## src/rtl/shift_arbiter.sv

```systemverilog
// Two-requester round-robin front end for a shared 32-bit shifter (SLL/SRL/SRA/ROR)
// with a single registered result slot that supports backpressure.
module shift_arbiter #(
    parameter int W  = 32,
    parameter int SH = 5
) (
    input  logic         clk,
    input  logic         rst_n,
    input  logic         req0_valid,
    output logic         req0_ready,
    input  logic [1:0]   req0_op,
    input  logic [W-1:0] req0_a,
    input  logic [W-1:0] req0_b,
    input  logic         req1_valid,
    output logic         req1_ready,
    input  logic [1:0]   req1_op,
    input  logic [W-1:0] req1_a,
    input  logic [W-1:0] req1_b,
    output logic         resp_valid,
    input  logic         resp_ready,
    output logic         resp_id,
    output logic [W-1:0] resp_data,
    output logic [7:0]   busy_cnt
);

    localparam logic [1:0] OP_SLL = 2'b00;
    localparam logic [1:0] OP_SRL = 2'b01;
    localparam logic [1:0] OP_SRA = 2'b10;

    function automatic logic [W-1:0] shift_op(input logic [1:0] op,
                                              input logic [W-1:0] a,
                                              input logic [SH-1:0] s);
        logic [2*W-1:0] dbl;
        // Rotate by shifting a doubled copy; s=0 naturally returns a.
        dbl = {a, a} >> s;
        case (op)
            OP_SLL:  return a << s;
            OP_SRL:  return a >> s;
            OP_SRA:  return $signed(a) >>> s;
            default: return dbl[W-1:0];
        endcase
    endfunction

    logic           req_valid [2];
    logic [1:0]     req_op    [2];
    logic [W-1:0]   req_a     [2];
    logic [SH-1:0]  req_s     [2];
    logic [W-1:0]   shift_res [2];

    assign req_valid[0] = req0_valid;
    assign req_valid[1] = req1_valid;
    assign req_op[0]    = req0_op;
    assign req_op[1]    = req1_op;
    assign req_a[0]     = req0_a;
    assign req_a[1]     = req1_a;
    assign req_s[0]     = req0_b[SH-1:0];
    assign req_s[1]     = req1_b[SH-1:0];

    // Upper amount bits are deliberately ignored.
    logic unused_b_hi;
    assign unused_b_hi = ^{req0_b[W-1:SH], req1_b[W-1:SH]};

    genvar gi;
    generate
        for (gi = 0; gi < 2; gi++) begin : g_shift
            assign shift_res[gi] = shift_op(req_op[gi], req_a[gi], req_s[gi]);
        end
    endgenerate

    logic         resp_valid_reg, resp_valid_next;
    logic         resp_id_reg, resp_id_next;
    logic [W-1:0] resp_data_reg, resp_data_next;
    logic [7:0]   busy_cnt_reg, busy_cnt_next;
    logic         rr_last_reg, rr_last_next;
    logic         can_accept;
    logic [1:0]   grant;

    // A requester loses a tie only if it was the most recent winner.
    assign can_accept = !resp_valid_reg || resp_ready;
    assign grant[0]   = can_accept && req_valid[0] && (!req_valid[1] || rr_last_reg);
    assign grant[1]   = can_accept && req_valid[1] && (!req_valid[0] || !rr_last_reg);

    assign req0_ready = grant[0];
    assign req1_ready = grant[1];

    always_comb begin
        resp_valid_next = resp_valid_reg;
        resp_id_next    = resp_id_reg;
        resp_data_next  = resp_data_reg;
        rr_last_next    = rr_last_reg;
        busy_cnt_next   = busy_cnt_reg;
        if (grant[0] || grant[1]) begin
            resp_valid_next = 1'b1;
            resp_id_next    = grant[1];
            resp_data_next  = grant[1] ? shift_res[1] : shift_res[0];
            rr_last_next    = grant[1];
        end else if (resp_ready) begin
            resp_valid_next = 1'b0;
        end
        if (resp_valid_reg && !resp_ready && busy_cnt_reg != 8'hFF) begin
            busy_cnt_next = busy_cnt_reg + 8'd1;
        end
    end

    always_ff @(posedge clk or negedge rst_n) begin
        if (!rst_n) begin
            resp_valid_reg <= 1'b0;
            resp_id_reg    <= 1'b0;
            resp_data_reg  <= '0;
            busy_cnt_reg   <= 8'd0;
            rr_last_reg    <= 1'b1;
        end else begin
            resp_valid_reg <= resp_valid_next;
            resp_id_reg    <= resp_id_next;
            resp_data_reg  <= resp_data_next;
            busy_cnt_reg   <= busy_cnt_next;
            rr_last_reg    <= rr_last_next;
        end
    end

    assign resp_valid = resp_valid_reg;
    assign resp_id    = resp_id_reg;
    assign resp_data  = resp_data_reg;
    assign busy_cnt   = busy_cnt_reg;

endmodule
```

## config.mk

```make
export PLATFORM = sky130hd
export DESIGN_NAME = shift_arbiter
export DESIGN_NICKNAME = d
export VERILOG_FILES = /design/src/rtl/shift_arbiter.sv
export SDC_FILE = /design/constraint.sdc
export NUM_CORES = 1
export LEC_CHECK = 0
export CAP_MARGIN = 30
export CORE_ASPECT_RATIO = 0.8
export CORE_MARGIN = 3
export CORE_UTILIZATION = 40
export CTS_BUF_LIST = sky130_fd_sc_hd__clkbuf_4
export DETAILED_ROUTE_END_ITERATION = 8
export PLACE_DENSITY = 0.66
export SYNTH_ARGS = -nofsm -noshare
export SYNTH_HDL_FRONTEND = slang
export SYNTH_SLANG_ARGS = --single-unit
```

## constraint.sdc

```tcl
create_clock -name clk -period 4.95 [get_ports clk]
set_input_delay 0.99 -clock clk [delete_from_list [all_inputs] [get_ports clk]]
set_output_delay 0.99 -clock clk [all_outputs]
set_load 0.005 [all_outputs]
```

**Yosys cells after proc, flatten, opt, wreduce, memory -nomap -nowiden**

Cells that the tools add are included.

- Add/sub/neg operators: 1
- Multiply operators: 0
- Div/mod/pow operators: 0
- $lt $le $gt $ge: 0
- Equal/unequal tests: 5
- Shift-type cells: 8
- Mux-type cells: 5
- Bitwise operators: 0
- Reductions and logical operators: 18

Operators by type and width:

| operator | count |
|---|---|
| $pmux W32 S3 | 2 |
| $shr A64 B5 Y32 | 2 |
| $shl A32 B5 Y32 | 2 |
| $shr A32 B5 Y32 | 2 |
| $sshr A32 B5 Y32 | 2 |
| $mux W32 | 1 |
| $add A8 B1 Y8 const B | 1 |
| $ne A8 B8 Y1 const B | 1 |
| $logic_and A1 B1 Y1 | 6 |
| $logic_not A1 Y1 | 5 |
| $eq A2 B1 Y1 const B | 2 |
| $eq A2 B2 Y1 const B | 2 |
| $logic_not A2 Y1 | 2 |
| $logic_or A1 B1 Y1 | 4 |
| $mux W1 | 2 |
| $reduce_bool A2 Y1 | 1 |

- Flip-flop bits (word level): 43
- Bits in latches: 0
- Memory bits (writable): 0
- ROM bits: 0
- Input port bits: 137
- Logic and storage cells: 42
- Memories kept: 0

**Longest topological paths before layout**

- Word-level depth: 6
- Depth in mapped cells: 10
- Depth with buffers taken out: 7

**Worst setup path before layout**

Ideal clock, no wire load.

- Kind: in2out
- Start: input port resp_ready
- End: output port req0_ready
- Data arrival time: 1.976 ns
- Data required time: 3.960 ns
- Setup slack: 1.984 ns
- Cell stages on the path: 5
- Buffers on the path: 2
- Cell sequence: nand2b_1 > clkbuf_1 > nand3_1 > clkinv_1 > clkbuf_1

- Word-level cells in the longest chain between the ends: 3

Ends and longest elaborated chain:

| element | line | RTL |
|---|---|---|
| from (decl) | 20 | `input logic resp_ready,` |
| $logic_or A1 B1 Y1 | 79 | `assign can_accept = !resp_valid_reg \|\| resp_ready;` |
| $logic_and A1 B1 Y1 (2 in a row) | 80 | `assign grant[0] = can_accept && req_valid[0] && (!req_valid[1] \|\| rr_last_reg);` |
| to (decl) | 10 | `output logic req0_ready,` |

Every way passes these cells.

**Worst setup path in the final report**

Ends and elaborated chain as after synthesis.

==> impl_metrics.env <==
export IMPL_yosysSeqAreaShare=0.104
export IMPL_grt_overflow_total=0
export IMPL_layout_nets=1366
export IMPL_grt_pass1_vias=10210
export IMPL_timing_final_ws_setup_ns=1.24
export IMPL_viasPerCell=7.26
export IMPL_floorplan_rows=52
export IMPL_end_kind="output pin"
export IMPL_power_mw=2.31
export IMPL_dpl_worst_slack_ns=1.06
export IMPL_first_pass_iters=6
export IMPL_cts_buffers=5
export IMPL_synthTopCellsByArea="mux4_2 (20%), dfrtp_1 (10%), mux2i_1 (8.2%)"
export IMPL_p_leak_nw=4.35
export IMPL_worstPathRequired_ns=3.96
export IMPL_ys_warnings_count=0
export IMPL_setup_worst_path_start_class="primary input"
export IMPL_ys_types=85
export IMPL_cts_tree="yes"
export IMPL_synthesis_nets=1295
export IMPL_highest_layer="met5"
export IMPL_routedLengthMet1_um=20700
export IMPL_async_flop_share=1.00
export IMPL_yosysMostFrequentCell="nand2_1"
export IMPL_synthTopCellsByCount="nand2_1 (122), mux4_2 (94), nor2_1 (86)"
export IMPL_cts_post_setup_buffers_inserted=0
export IMPL_period_needed_ns=3.71
export IMPL_met2_length_um=18300
export IMPL_clock_sinks=43
export IMPL_outcome="complete, no violations"
export IMPL_critical_path_max_fanout=19
export IMPL_place_congestion=1.02
export IMPL_clk_latency_ns=0.39
export IMPL_root_buffer="clkbuf_4"
export IMPL_synth_top_cell_area_share=0.204
export IMPL_netlist_area_um2=10400
export IMPL_relSlewSlack=0.416
export IMPL_ios=181
export IMPL_drive_gt1_frac=0.204
export IMPL_setup_viol=0
export IMPL_max_cap_violations=0
export IMPL_clockBufferDepth=2
export IMPL_critPathKind="in -> out"
export IMPL_dr_first_iter_drc_count=2054
export IMPL_area_growth_pct=15.5
export IMPL_wl_met3_um=6910
export IMPL_ant_nets=0
export IMPL_hold_viol_final=0
export IMPL_tns_ns=0
export IMPL_dieArea_um2=27900
export IMPL_yosysTopAreaCell="mux4_2"
export IMPL_drv_slew=0
export IMPL_initial_core_util=0.408
export IMPL_power_density_nw_per_um2=192
export IMPL_wire_per_inst_um=29.3
export IMPL_fin_worst_skew_ns=0.0271
export IMPL_hp_class="in -> async"
export IMPL_grt_pass1_wl_um=68200
export IMPL_port_buffers=126
export IMPL_synth_edf_count=0
export IMPL_stdcell_area_um2=12000
export IMPL_die_w_um=186
export IMPL_wl_um=46300
export IMPL_antenna_found_initial=2
export IMPL_fmax_ghz=0.270
export IMPL_cp_arrival_ns=2.72
export IMPL_fin_crit_sh=0.749
export IMPL_worst_pin_slew_ns=0.874
export IMPL_largest_reg_flops=32
export IMPL_placed_area_um2=11900
export IMPL_synthFlopType="dfrtp_1"
export IMPL_synth_seq_cells=43
export IMPL_vias=11478
export IMPL_htreeDepth=2
export IMPL_rsz0062_at_grt="false"
export IMPL_postSynthAreaPerCell_um2=8.98
export IMPL_grt_start_max_net_pins=52
export IMPL_die_y_um=150
export IMPL_ir_drop_mv=0.111
export IMPL_core_um2=25400
export IMPL_synth_cells=1157
export IMPL_track_usage=0.323
export IMPL_postCtsHoldBufs=0
export IMPL_dp_hpwl_um=36600
export IMPL_drcViolationCount=0
export IMPL_cts_resized=0
export IMPL_clk_pin_slew_ns=0.16
[path summary, 6_finish.rpt]
| check | startpoint | cells after the start | endpoint | slack (ns) |
|---|---|---|---|---|
| worst max-delay path | resp_ready | 6 | req0_ready | 1.24 |
| worst min-delay path | rst_n | 1 | busy_cnt[0]$_DFFE_PN0P_ | 0.41 |
| worst max register to register | rr_last_reg$_DFFE_PN1P_ | 8 | resp_data[28]$_DFFE_PN0P_ | 2.73 |
| worst min register to register | resp_id$_DFFE_PN0P_ | 2 | resp_id$_DFFE_PN0P_ | 0.51 |
| max in group asynchronous | rst_n | 2 | rr_last_reg$_DFFE_PN1P_ | 4.03 |
| min in group clk | resp_id$_DFFE_PN0P_ | 2 | resp_id$_DFFE_PN0P_ | 0.51 |
[worst max-delay path, cell delays in order]
cell	delay, ns
clkdlybuf4s50_1	0.45
nand2b_1	0.25
nand3_1	0.15
clkinv_1	0.06
buf_4	0.26
clkdlybuf4s50_1	0.57
[metrics by stage]
stage | hold slack [ns] | std cells | utilization
global route | 0.389 | 1581 | 0.471
finish | 0.414 | 1581 | 0.471
CTS | 0.520 | 1578 | 0.470
global placement | 0.474 | 1570 | 0.467
detailed placement | 0.487 | 1570 | 0.467
floorplan | 0.467 | 1157 | -
[cells in the final DEF, fill, tap and decap left out, types with 6 or more instances in the layout]
cell / count
mux4_1: 27
a211o_1: 6
nand4_1: 9
a311oi_1: 10
nand3_1: 48
o221ai_1: 14
nor3_1: 20
nand2_1: 122
o22ai_1: 20
buf_4: 55
clkdlybuf4s50_1: 119
o221a_2: 9
mux2_2: 54
a211oi_1: 25
dfrtp_1: 42
mux2i_1: 85
o21ai_0: 48
o31ai_1: 6
nor2b_1: 11
mux4_2: 94
or2_2: 6
a31oi_1: 20
a32oi_1: 6
a22oi_1: 10
a21oi_1: 51
o32ai_1: 7
inv_1: 11
a221oi_1: 18
o211ai_1: 17
and3_1: 10
nor4_1: 6
o21a_1: 8
o2bb2ai_1: 7
nand2b_1: 14
and2_1: 8
nor2_1: 86
[layer usage]
metal	GRT usage	vias to the layer above
li1	-	4866
met4	0.0223	2
met5	0	-
met2	0.426	822
met1	0.526	5740
met3	0.104	48
[report_power, final]
group	switching, mW	leakage [nW]	internal [mW]	total [mW]
sequential	0.104	0.518	0.448	0.552
clock	0.133	0.0278	0.0570	0.190
combinational	0.841	3.80	0.723	1.56
[layout make-up]
type / count / area, µm²
diodes: 1 / 2.50
clock buffers: 5 / 37.5
clock inverters: 3 / 23.8
fillers: 2464 / 13400
inverters: 20 / 75.1
multi-input cells: 975 / 8630
flip-flops and latches: 43 / 1080
well taps: 351 / 439
repair buffers: 183 / 1710
[kinds of logic after synthesis]
kind of cell,Yosys count,synth area share
buf+inv,139,0.0654
fa+ha+maj,1,0.00120
compound gates,350,0.248
flops,43,0.104
xor+xnor,7,0.00590
mux,263,0.418
simple gates,354,0.157
Note: power is estimated with default switching activity, not from simulation.
